**src/rtl/serial_nor_pkg.sv**
```systemverilog
// Shared types and constants for the bit-serial NOR-logic add/subtract unit.
package serial_nor_pkg;

  typedef enum logic [1:0] {
    IDLE = 2'd0,
    RUN  = 2'd1,
    DONE = 2'd2
  } state_t;

  localparam logic MODE_ADD = 1'b0;
  localparam logic MODE_SUB = 1'b1;

endpackage

```
**src/rtl/serial_nor_adder_nor_full_adder.sv**
```systemverilog
// One-bit full adder built only from NOR/NOT gates, matching the in-array
// MAGIC evaluation primitives.
module nor_full_adder (
  input  logic x,
  input  logic y,
  input  logic ci,
  output logic s,
  output logic co
);

  logic w_nxy, w_xny, w_nxy2, w_xnor_xy, w_xor_xy;
  logic w_m1, w_m2, w_m3, w_sn;
  logic w_nx, w_ny, w_nci, w_and_xy, w_and_cx, w_nco;

  // x XOR y via four NORs and an inverter
  nor g_n1 (w_nxy,     x,     y);
  nor g_n2 (w_xny,     x,     w_nxy);
  nor g_n3 (w_nxy2,    y,     w_nxy);
  nor g_n4 (w_xnor_xy, w_xny, w_nxy2);
  not g_i1 (w_xor_xy,  w_xnor_xy);

  // (x XOR y) XOR ci with the same structure
  nor g_n5 (w_m1, w_xor_xy, ci);
  nor g_n6 (w_m2, w_xor_xy, w_m1);
  nor g_n7 (w_m3, ci,       w_m1);
  nor g_n8 (w_sn, w_m2,     w_m3);
  not g_i2 (s,    w_sn);

  // co = (x & y) | (ci & (x XOR y)); ANDs formed as NOR of complements
  not g_i3 (w_nx,     x);
  not g_i4 (w_ny,     y);
  not g_i5 (w_nci,    ci);
  nor g_n9 (w_and_xy, w_nx,  w_ny);
  nor g_na (w_and_cx, w_nci, w_xnor_xy);
  nor g_nb (w_nco,    w_and_xy, w_and_cx);
  not g_i6 (co,       w_nco);

endmodule

```
**src/rtl/serial_nor_adder.sv**
```systemverilog
// Bit-serial add/subtract, LSB first, one NOR full-adder evaluation per cycle,
// with start/busy/done handshake and registered result/carry/overflow.
module serial_nor_adder
  import serial_nor_pkg::*;
#(
  parameter  int unsigned WIDTH = 8,
  localparam int unsigned CNT_W = $clog2(WIDTH)
) (
  input  logic             clk,
  input  logic             rst,
  input  logic             start,
  input  logic             mode,
  input  logic [WIDTH-1:0] a,
  input  logic [WIDTH-1:0] b,
  output logic             busy,
  output logic             done,
  output logic [WIDTH-1:0] sum,
  output logic             cout,
  output logic             ovf
);

  localparam logic [CNT_W-1:0] LAST = CNT_W'(WIDTH - 1);

  state_t           r_state;
  logic [WIDTH-1:0] r_areg;
  logic [WIDTH-1:0] r_breg;
  logic [WIDTH-1:0] r_sreg;
  logic             r_carry;
  logic [CNT_W-1:0] r_cnt;

  logic             w_s;
  logic             w_co;

  nor_full_adder u_fa (
    .x  (r_areg[0]),
    .y  (r_breg[0]),
    .ci (r_carry),
    .s  (w_s),
    .co (w_co)
  );

  always_ff @(posedge clk) begin
    if (rst) begin
      r_state <= IDLE;
      r_areg  <= '0;
      r_breg  <= '0;
      r_sreg  <= '0;
      r_carry <= 1'b0;
      r_cnt   <= '0;
      busy    <= 1'b0;
      done    <= 1'b0;
      sum     <= '0;
      cout    <= 1'b0;
      ovf     <= 1'b0;
    end else begin
      done <= 1'b0;
      case (r_state)
        IDLE, DONE: begin
          // DONE accepts a new start just like IDLE, giving back-to-back ops
          if (start) begin
            r_areg  <= a;
            r_breg  <= (mode == MODE_ADD) ? b : ~b;
            r_carry <= (mode == MODE_SUB);
            r_sreg  <= '0;
            r_cnt   <= '0;
            busy    <= 1'b1;
            r_state <= RUN;
          end else begin
            r_state <= IDLE;
          end
        end
        RUN: begin
          r_areg  <= r_areg >> 1;
          r_breg  <= r_breg >> 1;
          r_sreg  <= {w_s, r_sreg[WIDTH-1:1]};
          r_carry <= w_co;
          r_cnt   <= r_cnt + CNT_W'(1);
          if (r_cnt == LAST) begin
            // r_carry here is the carry into the MSB cell
            sum     <= {w_s, r_sreg[WIDTH-1:1]};
            cout    <= w_co;
            ovf     <= r_carry ^ w_co;
            done    <= 1'b1;
            busy    <= 1'b0;
            r_state <= DONE;
          end
        end
        default: begin
          busy    <= 1'b0;
          r_state <= IDLE;
        end
      endcase
    end
  end

endmodule
```
**config.mk**
```make
export PLATFORM = sky130hd
export DESIGN_NAME = serial_nor_adder
export DESIGN_NICKNAME = d
export VERILOG_FILES = /design/src/rtl/serial_nor_pkg.sv /design/src/rtl/serial_nor_adder_nor_full_adder.sv /design/src/rtl/serial_nor_adder.sv
export SDC_FILE = /design/constraint.sdc
export NUM_CORES = 1
export LEC_CHECK = 0
export ABC_AREA = 1
export CORE_MARGIN = 2
export CORE_UTILIZATION = 46
export CTS_CLUSTER_DIAMETER = 60
export CTS_CLUSTER_SIZE = 12
export DETAILED_ROUTE_END_ITERATION = 10
export HOLD_SLACK_MARGIN = 0.06
export PLACE_DENSITY = 0.74
export SKIP_LAST_GASP = 1
export SYNTH_ARGS = -nofsm -noshare
export SYNTH_HDL_FRONTEND = slang
export SYNTH_SLANG_ARGS = --single-unit
```
**constraint.sdc**
```tcl
create_clock -name clk -period 1.13 [get_ports clk]
set_input_delay 0.226 -clock clk [delete_from_list [all_inputs] [get_ports clk]]
set_output_delay 0.226 -clock clk [all_outputs]
set_load 0.05 [all_outputs]
```
==> impl_metrics.toml <==
[status]
outcome = "complete, but fails checks"
violations = "negative setup slack"

[sta]
fmax_ghz = 0.814
hold_viol = 0
rsz0062_at_grt = "true"
setup_viol = 16
fin_ws_ns = -0.0983
worst_pin_slew_ns = 0.256
min_period_over_period = 1.09
fin_crit_ns = 1.23
fin_skew_ns = 0.00557
drv_slew = 0
slew_headroom = 0.829

[global_route]
grt_pass1_wl_mm = 6.56
grt_overflow = 0
grt_pass1_vias = 1496
grt_max_degree = 22
grt_use_total = 0.194
antenna_found_initial = 0

[layout]
final_core_util = 0.733
final_common_cell = "nand2_1"
drive_gt1_frac = 0.283
fin_nets = 333
finalNonFillerCells = 359
n_fill_cell = 276
seq_area_um2 = 830
area.growth.synth_to_final_pct = 51.6
num_antenna_cells = 0
multiInputGateArea_um2 = 905
layout_common_cells = "90 x nand2_1, 36 x dfxtp_1, 25 x inv_1, 25 x nand3_1, 18 x clkdlybuf4s50_1"

[floorplan]
die_w_um = 66.5
io_pins = 32
initial_core_util = 0.484
die_height_um = 66.5
core_region_area_um2 = 3720
die_area_um2 = 4420
rows = 22

[detailed_routing]
drtIter0Drc = 71
vias = 1771
wl_met1_mm = 1.91
viasPerCell = 4.93
drtPass1Iterations = 5
highest_layer = "met4"
wire_per_inst_um = 12.1
postRouteAntennaNets = 0
wl_met3_um = 143
wl_met2_mm = 2.20
drc = 0
wirelength_mm = 4.36

[critical_path]
cp-start-kind = "flop"
path_cells = "ha_4 -> ha_4 -> inv_4 -> nor2_4 -> nand2_4 -> clkinvlp_4 -> buf_4"
rr_startpoint = "r_cnt[1]$_SDFFE_PP0P_"
path_common_cell = "ha_4"
reg2reg_to = "r_state[1]$_SDFFE_PP0P_"
crit_fanout = 4
reg2reg_depth = 7
reg2reg_slack_ns = -0.1
crit_path_max_incr_delay_ns = 0.34
crit_slowest_cell = "dfxtp_2"
cp.arrival_ns = 1.43
cp.required_ns = 1.33
worstSetupEndpointType = "flop"
path_class = "reg -> reg"

[placed_design]
place_congestion = 0.776
port_buffers = 31
place_ws_ns = -0.308
dp_cells = 344
post-dp-hpwl_mm = 2.70

[clock_network]
cts_buffer_depth = 2
holdBufCountCts = 0
htreeDepth = 2
root_buffer = "clkbuf_8"
cts.sinks = 41
cts_made_buffers = 5
clk_pin_slew_ns = 0.08
clkLatencyLatePin_ns = 0.30
cts_tree = "done"

[yosys]
ys_warn_count = 0
yosysUniqueCellTypes = 23
ys_seq_area_frac = 0.457
ys_seq_elements = 41
synthCells = 254
avgSynthCellArea_um2 = 7.08
syn_area_um2 = 1800
syn-num-nets = 277

[pwr]
powerDensity_nw_per_um2 = 1220
leakage_nw = 1.27
finalPower_w = 0.00333
ir_drop_v = 0.000867

[min_path]
min_to = "r_state[0]$_SDFFE_PP0P_"
hold_depth = 3
hp-class = "in -> reg"
hp-start = "start"

[job]
max_cap_viol_count = 0
## state kept, by name, summed over array words and instances (netlist names), 2 cells and up
| signal | cells |
|---|---|
| r_state | 2 |
| r_sreg | 7 |
| r_cnt | 3 |
| sum | 8 |
| r_breg | 8 |
| r_areg | 8 |
## synth_stat cells
cell type    n  share of area
nor3_1       1         0.0028
nand2_4      2          0.013
nand3_1     29          0.081
buf_6        2          0.013
nand2_2      2         0.0070
inv_1       28          0.058
buf_2        1         0.0028
clkbuf_1     3         0.0063
buf_4        1         0.0042
nor2_1       7          0.015
nor2_2       2         0.0070
a21oi_1     21          0.058
fa_1         1          0.011
buf_8        1         0.0083
a21oi_2      1         0.0049
inv_2        3         0.0063
nand2_1    100           0.21
dfxtp_1     41           0.46
o21ai_0      3         0.0083
ha_1         2          0.014
nor2_4       1         0.0063
inv_4        1         0.0035
xor2_1       1         0.0049
## how the worst max path moves through the flow
stage                                      from                      end  slack (ns)  cells after the start
after floorplan            r_carry$_SDFFE_PP0P_         ovf$_SDFFE_PP0P_       0.007                      4
after global placement                    start     r_carry$_SDFFE_PP0P_       -0.25                      8
after detailed placement                  start   r_breg[1]$_SDFFE_PP0P_       -0.31                      8
after CTS                 r_cnt[1]$_SDFFE_PP0P_      sum[1]$_SDFFE_PP0P_       -0.05                      8
after global routing      r_cnt[1]$_SDFFE_PP0P_      sum[1]$_SDFFE_PP0P_       -0.15                      8
final                     r_cnt[1]$_SDFFE_PP0P_  r_state[1]$_SDFFE_PP0P_        -0.1                      7
## critical path, delay by kind of cell, from the launching register on
| kind | cells | cell delay, ns |
|---|---|---|
| adder cells (fa/ha/maj) | 2 | 0.31 |
| AND/OR/NAND/NOR | 2 | 0.16 |
| flip-flops | 1 | 0.34 |
| buffers and inverters | 3 | 0.32 |
## logic make-up (layout without fill, tap and decap cells)
kind of cell	count (synthesis)	in the layout	share of synthesized area
AO/OA/AOI/OAI	25	25	0.0717
XOR/XNOR	1	1	0.00487
adder cells (fa/ha/maj)	3	3	0.0251
buffers and inverters	40	97	0.102
flip-flops	41	41	0.457
AND/OR/NAND/NOR	144	144	0.340
## per-stage QoR
step / area (um2) / TNS (ns) / hold WS [ns]
2_1_floorplan: 1810 / 0 / 0.305
3_3_place_gp: 2390 / -6.55 / 0.451
3_5_place_dp: 2390 / -7.44 / 0.457
4_1_cts: 2580 / -0.401 / 0.468
5_1_grt: 2730 / -2.21 / 0.352
6_report: 2730 / -0.773 / 0.338
## final cells by class
| class | count | area share |
|---|---|---|
| multi-input combinational | 173 | 0.332 |
| clock inverter | 2 | 0.0138 |
| timing repair buffer | 56 | 0.243 |
| timing repair inverter | 1 | 0.00275 |
| inverter | 32 | 0.0514 |
| tap | 48 | 0.0220 |
| clock buffer | 6 | 0.0303 |
| sequential | 41 | 0.304 |
## where the power goes
| part | switching, W | leakage (nW) | internal (W) |
|---|---|---|---|
| Combinational | 0.000279 | 0.876 | 0.000259 |
| Sequential | 0.0000482 | 0.336 | 0.00150 |
| Clock | 0.000518 | 0.0574 | 0.000718 |
| Total | 0.000845 | 1.27 | 0.00248 |
## metal layers
layer | up-vias | global-route usage
li1 | 901 | -
met1 | 818 | 0.255
met2 | 43 | 0.311
met3 | 9 | 0.0253
met4 | 0 | 0.0995
met5 | - | 0
## what timing repair did
action,CTS,global route
pin swaps,8,10
endpoints found under the setup margin,30,38
resized for setup,15,36
setup buffers,1,4
cloned,1,1
(Power assumes the default switching activity.)
